--- src/rtl/ctrl_pkg.sv ---
// Shared encodings for the multicycle RV32 controller: opcodes, FSM states,
// ALU operation codes and datapath mux selects.
package ctrl_pkg;

  localparam int ALU_Control_Signal = 3;
  localparam int Op_Width           = 7;

  localparam logic [Op_Width-1:0] OP_LOAD   = 7'b0000011;
  localparam logic [Op_Width-1:0] OP_STORE  = 7'b0100011;
  localparam logic [Op_Width-1:0] OP_RTYPE  = 7'b0110011;
  localparam logic [Op_Width-1:0] OP_ITYPE  = 7'b0010011;
  localparam logic [Op_Width-1:0] OP_BRANCH = 7'b1100011;
  localparam logic [Op_Width-1:0] OP_JAL    = 7'b1101111;

  // Code 3'b011 is reserved and never produced.
  localparam logic [ALU_Control_Signal-1:0] ALU_ADD = 3'b000;
  localparam logic [ALU_Control_Signal-1:0] ALU_SLL = 3'b001;
  localparam logic [ALU_Control_Signal-1:0] ALU_SUB = 3'b010;
  localparam logic [ALU_Control_Signal-1:0] ALU_XOR = 3'b100;
  localparam logic [ALU_Control_Signal-1:0] ALU_SRL = 3'b101;
  localparam logic [ALU_Control_Signal-1:0] ALU_OR  = 3'b110;
  localparam logic [ALU_Control_Signal-1:0] ALU_AND = 3'b111;

  localparam logic [1:0] RES_ALUOUT    = 2'b00;
  localparam logic [1:0] RES_MEMDATA   = 2'b01;
  localparam logic [1:0] RES_ALURESULT = 2'b10;

  localparam logic [1:0] SRCA_PC    = 2'b00;
  localparam logic [1:0] SRCA_OLDPC = 2'b01;
  localparam logic [1:0] SRCA_RD1   = 2'b10;

  localparam logic [1:0] SRCB_RD2  = 2'b00;
  localparam logic [1:0] SRCB_IMM  = 2'b01;
  localparam logic [1:0] SRCB_FOUR = 2'b10;

  localparam logic [1:0] IMM_I = 2'b00;
  localparam logic [1:0] IMM_S = 2'b01;
  localparam logic [1:0] IMM_B = 2'b10;

  typedef enum logic [1:0] {
    ALUOP_ADD   = 2'b00,
    ALUOP_SUB   = 2'b01,
    ALUOP_FUNCT = 2'b10
  } alu_op_t;

  typedef enum logic [3:0] {
    S_FETCH, S_DECODE, S_MEMADR, S_MEMREAD, S_MEMWB, S_MEMWRITE,
    S_EXECR, S_EXECI, S_ALUWB, S_BRANCH, S_JAL
  } state_t;

endpackage

--- src/rtl/multicycle_controller_if.sv ---
// Bundle between the controller (master) and the datapath/cache side (slave):
// instruction fields and flags in, mux selects and enables out.
interface multicycle_controller_if;
  import ctrl_pkg::*;

  logic [Op_Width-1:0]           Op;
  logic [2:0]                    Funct3;
  logic                          Funct7b5;
  logic                          Zero;
  logic                          Sign;
  logic                          MemReady;
  logic                          PCWrite;
  logic                          AdrSrc;
  logic                          MemRead;
  logic                          MemWrite;
  logic                          IRWrite;
  logic                          RegWrite;
  logic [1:0]                    ResultSrc;
  logic [1:0]                    ALUSrcA;
  logic [1:0]                    ALUSrcB;
  logic [1:0]                    ImmSrc;
  logic [ALU_Control_Signal-1:0] ALUControl;
  logic                          Illegal;

  modport master (
    input  Op, Funct3, Funct7b5, Zero, Sign, MemReady,
    output PCWrite, AdrSrc, MemRead, MemWrite, IRWrite, RegWrite,
           ResultSrc, ALUSrcA, ALUSrcB, ImmSrc, ALUControl, Illegal
  );

  modport slave (
    output Op, Funct3, Funct7b5, Zero, Sign, MemReady,
    input  PCWrite, AdrSrc, MemRead, MemWrite, IRWrite, RegWrite,
           ResultSrc, ALUSrcA, ALUSrcB, ImmSrc, ALUControl, Illegal
  );
endinterface

--- src/rtl/alu_decoder.sv ---
// Combinational ALU decoder: maps ALUOp/Funct3/Funct7b5/Op[5] to an ALU code
// and flags the arithmetic instructions this core does not implement.
module alu_decoder
  import ctrl_pkg::*;
(
  input  alu_op_t                       alu_op,
  input  logic [2:0]                    funct3,
  input  logic                          funct7b5,
  input  logic                          op_b5,
  output logic [ALU_Control_Signal-1:0] alu_control,
  output logic                          illegal
);

  always_comb begin
    alu_control = ALU_ADD;
    illegal     = 1'b0;
    case (alu_op)
      ALUOP_ADD: alu_control = ALU_ADD;
      ALUOP_SUB: alu_control = ALU_SUB;
      default: begin
        // Funct7b5 means sub only for R-type; for I-type it is an immediate bit.
        case (funct3)
          3'b000:  alu_control = (op_b5 && funct7b5) ? ALU_SUB : ALU_ADD;
          3'b001:  alu_control = ALU_SLL;
          3'b100:  alu_control = ALU_XOR;
          3'b101: begin
            alu_control = ALU_SRL;
            illegal     = funct7b5;
          end
          3'b110:  alu_control = ALU_OR;
          3'b111:  alu_control = ALU_AND;
          default: illegal = 1'b1;
        endcase
      end
    endcase
  end

endmodule

--- src/rtl/multicycle_controller.sv ---
// Multicycle RV32 control FSM with Moore-decoded datapath controls.
// Define BRANCH_EXT_EN to add bne/blt/bge; otherwise only beq is supported.
module multicycle_controller
  import ctrl_pkg::*;
(
  input logic                     CLK,
  input logic                     RST,
  multicycle_controller_if.master bus
);

  state_t                        state_q, state_d;
  alu_op_t                       alu_op;
  logic [ALU_Control_Signal-1:0] dec_control;
  logic                          dec_illegal;
  logic                          pc_update, branch, taken, branch_illegal;

  alu_decoder u_alu_decoder (
    .alu_op      (alu_op),
    .funct3      (bus.Funct3),
    .funct7b5    (bus.Funct7b5),
    .op_b5       (bus.Op[5]),
    .alu_control (dec_control),
    .illegal     (dec_illegal)
  );

  always_comb begin
    case (state_q)
      S_EXECR, S_EXECI: alu_op = ALUOP_FUNCT;
      S_BRANCH:         alu_op = ALUOP_SUB;
      default:          alu_op = ALUOP_ADD;
    endcase
  end

`ifdef BRANCH_EXT_EN
  // Signed compares look at Sign only; overflow is deliberately ignored.
  always_comb begin
    taken          = 1'b0;
    branch_illegal = 1'b0;
    case (bus.Funct3)
      3'b000:  taken = bus.Zero;
      3'b001:  taken = !bus.Zero;
      3'b100:  taken = bus.Sign;
      3'b101:  taken = !bus.Sign;
      default: branch_illegal = 1'b1;
    endcase
  end
`else
  logic sign_unused;
  assign sign_unused = bus.Sign;

  always_comb begin
    taken          = 1'b0;
    branch_illegal = 1'b0;
    if (bus.Funct3 == 3'b000) taken = bus.Zero;
    else                      branch_illegal = 1'b1;
  end
`endif

  always_comb begin
    state_d        = state_q;
    pc_update      = 1'b0;
    branch         = 1'b0;
    bus.AdrSrc     = 1'b0;
    bus.MemRead    = 1'b0;
    bus.MemWrite   = 1'b0;
    bus.IRWrite    = 1'b0;
    bus.RegWrite   = 1'b0;
    bus.ResultSrc  = RES_ALUOUT;
    bus.ALUSrcA    = SRCA_PC;
    bus.ALUSrcB    = SRCB_RD2;
    bus.ImmSrc     = IMM_I;
    bus.Illegal    = 1'b0;
    case (state_q)
      S_FETCH: begin
        bus.MemRead   = 1'b1;
        bus.ALUSrcB   = SRCB_FOUR;
        bus.ResultSrc = RES_ALURESULT;
        if (bus.MemReady) begin
          bus.IRWrite = 1'b1;
          pc_update   = 1'b1;
          state_d     = S_DECODE;
        end
      end
      S_DECODE: begin
        bus.ALUSrcA = SRCA_OLDPC;
        bus.ALUSrcB = SRCB_IMM;
        bus.ImmSrc  = IMM_B;
        case (bus.Op)
          OP_LOAD, OP_STORE: state_d = S_MEMADR;
          OP_RTYPE:          state_d = S_EXECR;
          OP_ITYPE:          state_d = S_EXECI;
          OP_BRANCH:         state_d = S_BRANCH;
          OP_JAL:            state_d = S_JAL;
          default: begin
            bus.Illegal = 1'b1;
            state_d     = S_FETCH;
          end
        endcase
      end
      S_MEMADR: begin
        bus.ALUSrcA = SRCA_RD1;
        bus.ALUSrcB = SRCB_IMM;
        bus.ImmSrc  = bus.Op[5] ? IMM_S : IMM_I;
        state_d     = bus.Op[5] ? S_MEMWRITE : S_MEMREAD;
      end
      S_MEMREAD: begin
        bus.AdrSrc  = 1'b1;
        bus.MemRead = 1'b1;
        if (bus.MemReady) state_d = S_MEMWB;
      end
      S_MEMWB: begin
        bus.ResultSrc = RES_MEMDATA;
        bus.RegWrite  = 1'b1;
        state_d       = S_FETCH;
      end
      S_MEMWRITE: begin
        bus.AdrSrc   = 1'b1;
        bus.MemWrite = 1'b1;
        if (bus.MemReady) state_d = S_FETCH;
      end
      S_EXECR, S_EXECI: begin
        bus.ALUSrcA = SRCA_RD1;
        bus.ALUSrcB = (state_q == S_EXECI) ? SRCB_IMM : SRCB_RD2;
        if (dec_illegal) begin
          bus.Illegal = 1'b1;
          state_d     = S_FETCH;
        end else begin
          state_d     = S_ALUWB;
        end
      end
      S_ALUWB: begin
        bus.RegWrite = 1'b1;
        state_d      = S_FETCH;
      end
      S_BRANCH: begin
        bus.ALUSrcA = SRCA_RD1;
        bus.ImmSrc  = IMM_B;
        branch      = 1'b1;
        bus.Illegal = branch_illegal;
        state_d     = S_FETCH;
      end
      S_JAL: begin
        bus.ALUSrcA = SRCA_OLDPC;
        bus.ALUSrcB = SRCB_FOUR;
        pc_update   = 1'b1;
        state_d     = S_ALUWB;
      end
      default: state_d = S_FETCH;
    endcase

    bus.ALUControl = dec_control;
    bus.PCWrite    = pc_update | (branch & taken);

    // Reset silences every request and enable, even mid-access.
    if (RST) begin
      bus.PCWrite    = 1'b0;
      bus.AdrSrc     = 1'b0;
      bus.MemRead    = 1'b0;
      bus.MemWrite   = 1'b0;
      bus.IRWrite    = 1'b0;
      bus.RegWrite   = 1'b0;
      bus.ResultSrc  = 2'b00;
      bus.ALUSrcA    = 2'b00;
      bus.ALUSrcB    = 2'b00;
      bus.ImmSrc     = 2'b00;
      bus.ALUControl = ALU_ADD;
      bus.Illegal    = 1'b0;
    end
  end

  always_ff @(posedge CLK) begin
    if (RST) state_q <= S_FETCH;
    else     state_q <= state_d;
  end

endmodule

--- src/flat_wrapper.sv ---
// flat-port wrapper written by rule: the top's interface ports become plain ports
module multicycle_controller_flat import ctrl_pkg::*;
  (CLK, RST, bus_Op, bus_Funct3, bus_Funct7b5, bus_Zero, bus_Sign, bus_MemReady, bus_PCWrite, bus_AdrSrc, bus_MemRead, bus_MemWrite, bus_IRWrite, bus_RegWrite, bus_ResultSrc, bus_ALUSrcA, bus_ALUSrcB, bus_ImmSrc, bus_ALUControl, bus_Illegal);
  multicycle_controller_if bus_i ();
  input logic CLK;
  input logic RST;
  input wire logic [$bits(bus_i.Op)-1:0] bus_Op;
  input wire logic [$bits(bus_i.Funct3)-1:0] bus_Funct3;
  input wire logic [$bits(bus_i.Funct7b5)-1:0] bus_Funct7b5;
  input wire logic [$bits(bus_i.Zero)-1:0] bus_Zero;
  input wire logic [$bits(bus_i.Sign)-1:0] bus_Sign;
  input wire logic [$bits(bus_i.MemReady)-1:0] bus_MemReady;
  output wire logic [$bits(bus_i.PCWrite)-1:0] bus_PCWrite;
  output wire logic [$bits(bus_i.AdrSrc)-1:0] bus_AdrSrc;
  output wire logic [$bits(bus_i.MemRead)-1:0] bus_MemRead;
  output wire logic [$bits(bus_i.MemWrite)-1:0] bus_MemWrite;
  output wire logic [$bits(bus_i.IRWrite)-1:0] bus_IRWrite;
  output wire logic [$bits(bus_i.RegWrite)-1:0] bus_RegWrite;
  output wire logic [$bits(bus_i.ResultSrc)-1:0] bus_ResultSrc;
  output wire logic [$bits(bus_i.ALUSrcA)-1:0] bus_ALUSrcA;
  output wire logic [$bits(bus_i.ALUSrcB)-1:0] bus_ALUSrcB;
  output wire logic [$bits(bus_i.ImmSrc)-1:0] bus_ImmSrc;
  output wire logic [$bits(bus_i.ALUControl)-1:0] bus_ALUControl;
  output wire logic [$bits(bus_i.Illegal)-1:0] bus_Illegal;
  assign bus_i.Op = bus_Op;
  assign bus_i.Funct3 = bus_Funct3;
  assign bus_i.Funct7b5 = bus_Funct7b5;
  assign bus_i.Zero = bus_Zero;
  assign bus_i.Sign = bus_Sign;
  assign bus_i.MemReady = bus_MemReady;
  assign bus_PCWrite = bus_i.PCWrite;
  assign bus_AdrSrc = bus_i.AdrSrc;
  assign bus_MemRead = bus_i.MemRead;
  assign bus_MemWrite = bus_i.MemWrite;
  assign bus_IRWrite = bus_i.IRWrite;
  assign bus_RegWrite = bus_i.RegWrite;
  assign bus_ResultSrc = bus_i.ResultSrc;
  assign bus_ALUSrcA = bus_i.ALUSrcA;
  assign bus_ALUSrcB = bus_i.ALUSrcB;
  assign bus_ImmSrc = bus_i.ImmSrc;
  assign bus_ALUControl = bus_i.ALUControl;
  assign bus_Illegal = bus_i.Illegal;
  multicycle_controller u_core (.CLK(CLK), .RST(RST), .bus(bus_i));
endmodule
--- config.mk ---
export PLATFORM = sky130hd
export DESIGN_NAME = multicycle_controller_flat
export DESIGN_NICKNAME = d
export VERILOG_FILES = /design/src/rtl/ctrl_pkg.sv /design/src/rtl/multicycle_controller_if.sv /design/src/rtl/alu_decoder.sv /design/src/rtl/multicycle_controller.sv /design/src/flat_wrapper.sv
export SDC_FILE = /design/constraint.sdc
export NUM_CORES = 1
export LEC_CHECK = 0
export BUFFER_PORTS_ARGS = -buffer_cell sky130_fd_sc_hd__buf_2
export CAP_MARGIN = 20
export CORE_MARGIN = 3
export CORE_UTILIZATION = 46
export DETAILED_ROUTE_END_ITERATION = 6
export GPL_TIMING_DRIVEN = 0
export PLACE_DENSITY = 0.79
export SLEW_MARGIN = 25
export SYNTH_ARGS = -nofsm -noshare
export SYNTH_HDL_FRONTEND = slang
export SYNTH_SLANG_ARGS = --single-unit
--- constraint.sdc ---
create_clock -name CLK -period 4 [get_ports CLK]
set_clock_uncertainty 0.05 [all_clocks]
set_input_delay 0 -clock CLK [delete_from_list [all_inputs] [get_ports CLK]]
set_output_delay 0 -clock CLK [all_outputs]
set_load 0.01 [all_outputs]
======== Yosys cells after proc, flatten, opt, wreduce, memory -nomap -nowiden ========
Index checks and enable logic that the tools add are counted.
storage, ports and cells
  output and inout port bits .............. 18
  logic and storage cells ................. 90
  register bits ........................... 4
operators by class
  equal/unequal tests ..................... 25
  reduce and logical (&&, ||, !) cells .... 18
  multiplexer cells ....................... 44
  bitwise logic cells ..................... 2
operator list
  operator                                        number
  case mux 4 bit (7 select lines)                 1
  two-way mux 1 bit                               21
  case mux 4 bit (5 select lines)                 1
  OR reduction 2 bit                              10
  case mux 3 bit (6 select lines)                 1
  == test 4 x 3 -> 1 bit (second input constant)  4
  two-way mux 4 bit                               4
  case mux 2 bit (2 select lines)                 4
  == test 7 x 6 -> 1 bit (second input constant)  2
  == test 7 bit (second input constant)           2
  == test 3 bit (second input constant)           4
  == test 4 bit (second input constant)           3
  two-way mux 2 bit                               5
  == test 4 x 2 -> 1 bit (second input constant)  2
  == test 7 x 2 -> 1 bit (second input constant)  1
  == test 7 x 5 -> 1 bit (second input constant)  1
  two-way mux 3 bit                               2
  inequality test 2 bit (second input constant)   3
  case mux 2 bit (3 select lines)                 1
  case mux 3 bit (2 select lines)                 1
  OR reduction 6 bit                              1
  OR reduction 5 bit                              1
  == test 4 x 1 -> 1 bit (second input constant)  1
  logical NOT 4 bit                               1
  11 further kinds                                12

======== Logic depth before layout (Yosys ltp) ========
Gate-level depths: netlist (run 1).
  word-level depth ........................ 9
  depth in mapped cells ................... 6
  mapped depth without buffers ............ 4

======== Modules after synthesis ========
Synthesis (run 1) repeated with hierarchy kept, for this count alone.
second synthesis, totals
  cells, all modules ...................... 105
  area total of the unflattened synthesis .. 729.4 um^2
by module, submodules not included
  module                 area an instance (um^2)  cells each  times used  seq. area each (um^2)
  multicycle_controller  658.1                    95          1           80.1
  alu_decoder            71.3                     10          1           0.0

======== Least setup slack after synthesis (run 1) ========
OpenSTA, ideal clock, no wires.
  kind .................................... register -> output
  from .................................... register u_core.state_q[2]
  to ...................................... output port bus_Illegal
  cell stages (with the launch flop) ...... 5
  path slack .............................. 2.496 ns
  arrival time ............................ 1.454 ns
  buffers on the path ..................... 1
  cells stage by stage .................... dfxtp_1 > buf_6 > or2_1 > or4_1 > a221oi_2
between the ends
  cells in the longest elaborated chain, start to end .. 9
  elaborated cells between the ends (all ways) .. 13
  those cells by class .................... 5 x eq/ne; 5 x mux; 3 x reduce/logical
ends and longest elaborated chain
  what                                                                RTL line                                                  source
  start: declaration                                                  multicycle_controller.sv:11                               state_t state_q, state_d;
  start signal: assignment                                            multicycle_controller.sv:173                              else state_q <= state_d;
  == test 4 x 3 -> 1 bit                                              multicycle_controller.sv:27, multicycle_controller.sv:73
  OR reduction 2 bit                                                  multicycle_controller.sv:27, multicycle_controller.sv:73
  case mux 2 bit (2 select lines)                                     multicycle_controller.sv:27                               case (state_q)
  == test 2 x 1 -> 1 bit / logical NOT 2 bit (equally long branches)  alu_decoder.sv:17                                         case (alu_op)
  OR reduction 2 bit (no source line)                                 --
  two-way mux 1 bit                                                   alu_decoder.sv:17
  two-way mux 1 bit                                                   multicycle_controller.sv:124                              if (dec_illegal) begin
  case mux 1 bit (3 select lines) (*)                                 multicycle_controller.sv:73                               case (state_q)
  two-way mux 1 bit (*)                                               multicycle_controller.sv:155                              if (RST) begin
  end: declaration                                                    flat_wrapper.sv:24                                        output wire logic [$bits(bus_i.Illegal)-1:0] bus_Illegal;
Every way passes the cells marked *; elsewhere a longest branch is shown, timed or not.

======== Worst setup path after layout (run 1) ========
  from .................................... register u_core.state_q[1]
  to ...................................... output port bus_PCWrite
between the ends
  cells in the longest elaborated chain, start to end .. 5
  elaborated cells between the ends (all ways) .. 8
  those cells by class .................... 2 x eq/ne; 3 x mux; 2 x bitwise; 1 x reduce/logical
ends and longest elaborated chain
  what                   RTL line                      source
  == test 4 bit          multicycle_controller.sv:73
  two-way mux 1 bit      multicycle_controller.sv:73
  AND 1 bit              multicycle_controller.sv:152  bus.PCWrite = pc_update | (branch & taken);
  OR 1 bit (*)           multicycle_controller.sv:152
  two-way mux 1 bit (*)  multicycle_controller.sv:155
  end: declaration       flat_wrapper.sv:13            output wire logic [$bits(bus_i.PCWrite)-1:0] bus_PCWrite;
Marked as above.

==> run summary, run 1 <==
Clk buf depth: 2
Clk pwr share: 32.6%
Worst Path Buf+Inv: 2
Delay-heaviest family, CP: buffers and inverters
R2R Path Start: u_core.state_q[1]$_SDFFE_PP0P_
H-tree levels: 1
Reg2Reg Capture Point: u_core.state_q[3]$_SDFFE_PP0P_
Chip width: 42.7 microns
Critical path required time: 3950 ps
Cells after Synth: 93
Final nets: 146
Register area: 80.1 sq um
Hold_ws: 49.0 ps
Finish-stage setup viols: 0
CTS hold repair buffers: 0
Synth unique cells: 38
Largest regs: u_core.state_q: 4 flops
Multi-input gate area: 498 sq um
Slew @ Worst Pin: 483 ps
DRC Markers: 0
Reg power frac: 27.3%
Max-slew violations: 0
# diodes: 0
Crit-path cells: buf_1 > nor2b_1 > a31o_2 > a21oi_1 > nor2_1 > buf_2
Most common cell after layout, fill and taps aside: buf_2
Clock Sinks: 4
Slowest CP cell: nor2b_1
Clock-pin slew on the worst setup and hold paths: 40 ps
PD cells: 193 nW/um^2
Sequential area share after synthesis: 12.9%
Share of layout cells above drive strength 1: 32.0%
Area grow syn2layout: 32.3%
Worst Hold Endpoint: u_core.state_q[3]$_SDFFE_PP0P_
WL per Instance: 13.4 microns
Max-Cap Viols: 0
Internal power: 102 uW
Most frequent cells in the layout: buf_2, nor2_1, a21oi_1, nand2_1, nor3_1
Combinational share of power: 40.1%
Reg2Reg Depth: 4
Max FO, Critical Path: 10
Synth Area per Inst: 6.67 sq um
Yosys warning count: 0
Hold Crit Depth: 3
Vias in the first global route: 726
Slew margin rel.: 67.8%
CP endpoint kind: output port
Worst Min Path Start: RST
Leading area contributor after synthesis: dfxtp_1
Number of synthesized flops with an enable pin: 0
Initial Util: 52.3%
Initial antenna violation count: 0
Max reg flops: 4
Layout Cells excl Fill: 142
Seq cells post-synth: 4
Clk_lat worst skew: 240 ps
Nature of the critical path startpoint: register
Final Critical Period: 1980 ps
CTS root buf: clkbuf_4
Hpwl dp: 1480 microns
Status: complete, no violations
Post-synth top flop: dfxtp_1
Leakage: 0.000375 uW
CP arrival: 1930 ps
NetSw: 56.5 uW
Post-synthesis net count: 109
Largest net degree at the start of global routing: 11
Port buffer count: 32
Synthesized area: 621 sq um
RSZ-0062 raised after global routing: false
Global-route wire length before repair: 3150 microns
WL final: 1910 microns
Post-layout util: 69.2%
Antenna viol nets, final: 0
Final period util: 49.4%
Routability cong.: 0.869
CTS tree: built
Setup TNS: 0 ps
CP Class: register to output port
Number of buffers created by CTS: 3
Fmax: 506 MHz
Synth async-reset ratio: 0%
Resized cells post-CTS: 0
Flop2flop setup slack: 2400 ps
Hold Fails Final Rpt: 0
Yosys top cell area share: 12.9%
Postcts setup bufs: 0
Chip Height: 42.7 microns
Core Area: 1190 sq um
IO Count: 34
GRT overflow: 0
Top post-synthesis cells by area: dfxtp_1, nor2_1, a21oi_1
Vias per cell: 5.96
Filler cells: 103
Gr usage total: 22.5%
Largest Register: u_core.state_q
DR iter-0 viols: 36
Maximum vdd ir drop: 204 uV
Sw frac: 35.7%
Die area: 1830 sq um
First-pass DRT Iterations: 4
Placed Cells: 139
Hold/Removal Path Class: input port to register
Row cnt: 12
Crit-path max cell delay: 440 ps
Via count: 847
==> how the worst max path moves through the flow <==
stage / from / cells after the start / end
6_report: u_core.state_q[1]$_SDFFE_PP0P_ / 6 / bus_PCWrite
5_1_grt: u_core.state_q[1]$_SDFFE_PP0P_ / 6 / bus_PCWrite
4_1_cts: u_core.state_q[1]$_SDFFE_PP0P_ / 6 / bus_PCWrite
3_5_place_dp: u_core.state_q[1]$_SDFFE_PP0P_ / 6 / bus_PCWrite
3_3_place_gp: u_core.state_q[1]$_SDFFE_PP0P_ / 6 / bus_PCWrite
2_1_floorplan: u_core.state_q[2]$_SDFFE_PP0P_ / 4 / bus_Illegal
==> cells by family (layout without fill, tap and decap cells) <==
group | count (synthesis) | after routing | share of synthesized area, %
compound gates | 23 | 23 | 26.2
xor+xnor | 3 | 3 | 4.23
buf+inv | 9 | 44 | 6.85
flops | 4 | 4 | 12.9
mux | 1 | 1 | 1.61
simple gates | 53 | 53 | 48.2
==> power by group through the flow <==
stage	registers (uW)	clock network (uW)	logic (uW)
2_1_floorplan	43.5	0	38.6
4_1_cts	43.2	53.0	63.3
5_1_grt	43.5	57.4	70.0
3_5_place_dp	43.8	0	63.1
6_report	43.2	51.6	63.5
3_3_place_gp	43.8	0	61.9
==> final cells by class <==
type                            instances  area share [%]
Buffer                                  6            3.81
Clock buffer                            3            2.74
Inverter                                3            1.37
Multi-Input combinational cell         80            60.7
Sequential cell                         4            9.76
Tap cell                               14            2.13
Timing Repair Buffer                   32            19.5
==> worst register-to-register path, cell delays in order, from the launching register on <==
cell and delay (ps):
dfxtp_1 360, buf_1 410, nor2b_1 440, a32oi_1 100, o21ai_0 170
==> per-layer routing <==
metal	part of all wire, %	track usage [%]	wire [microns]	vias up
met1	45	26.4	849	385
met4	0.89	11.2	17	0
met5	0	0	0	-
li1	-	-	-	419
met2	48	37.4	912	40
met3	6.6	5.08	126	3
==> synthesized netlist by cell type, types with 3 or more instances <==
cell      number
nor2_1        12
inv_1          3
dfxtp_1        4
nand2_1        8
or3_1          3
a32oi_1        3
nor3_1         7
a21oi_1        8
o21ai_0        3
nor2b_1        4
nand2b_1       3
==> stage by stage <==
stage	setup WS [ps]	instance area, sq um	total power [uW]
2_1_floorplan	2500	621	82.1
3_3_place_gp	2340	798	106
3_5_place_dp	2330	798	107
4_1_cts	2050	821	159
5_1_grt	1900	821	171
6_report	2020	821	158
Power figures use the tool's default switching activity.
==> inputs of run 2 (changes only) <==
Settings changed: CORE_UTILIZATION 46 to 43, PLACE_DENSITY 0.79 to 0.75.
Clock period 4 ns to 1.9 ns, I/O delays scaled along.
==> run summary, run 2 (synthesis gave the netlist of run 1 again) <==
Clock-pin slew on the worst setup and hold paths: 40 ps (about the same)
DR iter-0 viols: 20 (-44%)
Row cnt: 13 (+1)
Vias per cell: 5.81 (-2.6%)
Slew @ Worst Pin: 465 ps (-18.9 ps)
Chip width: 44.0 microns (+2.9%)
Max-Cap Viols: 0 (unchanged)
Post-layout util: 62.6% (-6.6 points)
Hpwl dp: 1500 microns (+1.9%)
CP arrival: 1800 ps (-130 ps)
Setup TNS: 0 ps (unchanged)
First-pass DRT Iterations: 4 (unchanged)
CP endpoint kind: output port
Core Area: 1330 sq um (+12%)
Largest net degree at the start of global routing: 11 (unchanged)
Fmax: 542 MHz
Final nets: 146 (unchanged)
Hold Fails Final Rpt: 0 (unchanged)
Status: complete, no violations
Clock Sinks: 4 (unchanged)
Final period util: 97.2%
Largest Register: u_core.state_q
# diodes: 0 (unchanged)
Hold_ws: 70.8 ps (+21.8 ps)
Most common cell after layout, fill and taps aside: buf_2
Finish-stage setup viols: 0 (unchanged)
Routability cong.: 0.817 (-6.0%)
Leakage: 0.000380 uW (+1.2%)
Hold/Removal Path Class: input port to register
Via count: 831 (-1.9%)
DRC Markers: 0 (unchanged)
Resized cells post-CTS: 0 (unchanged)
Global-route wire length before repair: 3130 microns (-0.67%)
PD cells: 403 nW/um^2 (+110%)
Number of buffers created by CTS: 3 (unchanged)
IO Count: 34 (unchanged)
Postcts setup bufs: 0 (unchanged)
WL per Instance: 13.4 microns (about the same)
Nature of the critical path startpoint: register
Maximum vdd ir drop: 341 uV (+67%)
Filler cells: 137 (+33%)
Sw frac: 35.3% (-0.40 points)
Clk_lat worst skew: 240 ps (about the same)
CTS root buf: clkbuf_4
Initial antenna violation count: 0 (unchanged)
Clk buf depth: 2 (unchanged)
Internal power: 217 uW (+110%)
H-tree levels: 1 (unchanged)
Largest regs: u_core.state_q: 4 flops
Vias in the first global route: 720 (-0.83%)
GRT overflow: 0 (unchanged)
Final Critical Period: 1850 ps
Die area: 1940 sq um (+6.0%)
Combinational share of power: 41.0% (+0.9 points)
Chip Height: 44.0 microns (+2.9%)
Antenna viol nets, final: 0 (unchanged)
Port buffer count: 32 (unchanged)
Final Instance Area: 835 sq um (+1.7%)
Most frequent cells in the layout: buf_2, nor2_1, a21oi_1, nand2_1, nor3_1
Max-slew violations: 0 (unchanged)
CTS tree: built
Max FO, Critical Path: 10 (unchanged)
Placed Cells: 140 (+0.72%)
Layout Cells excl Fill: 143 (+0.70%)
Gr usage total: 21.1% (-1.3 points)
Initial Util: 46.5% (-5.8 points)
CTS hold repair buffers: 0 (unchanged)
WL final: 1920 microns (+0.68%)
Critical path required time: 1850 ps (-2100 ps)
CP Class: register to output port
Share of layout cells above drive strength 1: 35.9% (+3.9 points)
NetSw: 119 uW (+110%)
Max reg flops: 4 (unchanged)
Slew margin rel.: 68.2% (+0.46 points)
Placed cell area: 800 sq um (+0.16%)
Area grow syn2layout: 34.5%
Clk pwr share: 31.6% (-1.0 points)
Reg power frac: 27.4% (about the same)
[run 2: per-layer routing]
metal  global-route usage [%]  routed length (microns)  vias up
li1                         -                        -      415
met1                     28.4                      837      383
met2                     32.8                      949       30
met3                     3.32                      115        3
met4                     9.04                       16        0
met5                        0                        0        -
[run 2: area by class of cell]
type / instances / area, sq um / share of cell area, %
plain buffers: 6 / 32.5 / 3.90
flip-flops and latches: 4 / 80.1 / 9.60
well taps: 15 / 18.8 / 2.25
repair buffers: 32 / 160 / 19.2
inverters: 3 / 11.3 / 1.35
multi-input cells: 80 / 509 / 61.0
clock buffers: 3 / 22.5 / 2.70
[run 2: per-stage QoR]
step                      worst slack, ps  power, uW
after floorplan                       396        173
after global placement                265        222
after detailed placement              268        225
after CTS                            15.7        331
after global routing               -0.264        357
final                                53.4        336
[run 2: power by group through the flow]
| stage | clock network, uW | logic (uW) | registers, uW |
|---|---|---|---|
| finish | 106 | 138 | 92.0 |
| global route | 113 | 152 | 92.5 |
| CTS | 107 | 133 | 91.3 |
| detailed placement | 0 | 133 | 92.7 |
| global placement | 0 | 130 | 92.4 |
| floorplan | 0 | 81.3 | 91.6 |
[run 2: final timing paths]
kind                                    endpoint                      startpoint  cells past startpoint  slack, ps
setup / recovery                     bus_Illegal  u_core.state_q[2]$_SDFFE_PP0P_                      5         50
hold / removal    u_core.state_q[3]$_SDFFE_PP0P_                             RST                      3         70
setup reg to reg  u_core.state_q[3]$_SDFFE_PP0P_  u_core.state_q[2]$_SDFFE_PP0P_                      6        320
hold reg to reg   u_core.state_q[0]$_SDFFE_PP0P_  u_core.state_q[2]$_SDFFE_PP0P_                      3        630
[run 2: critical path, cell delays in order, from the launching register on]
cell	delay [ps]
dfxtp_1	290
buf_6	130
or2_4	240
or4_4	510
a221oi_2	220
buf_2	160
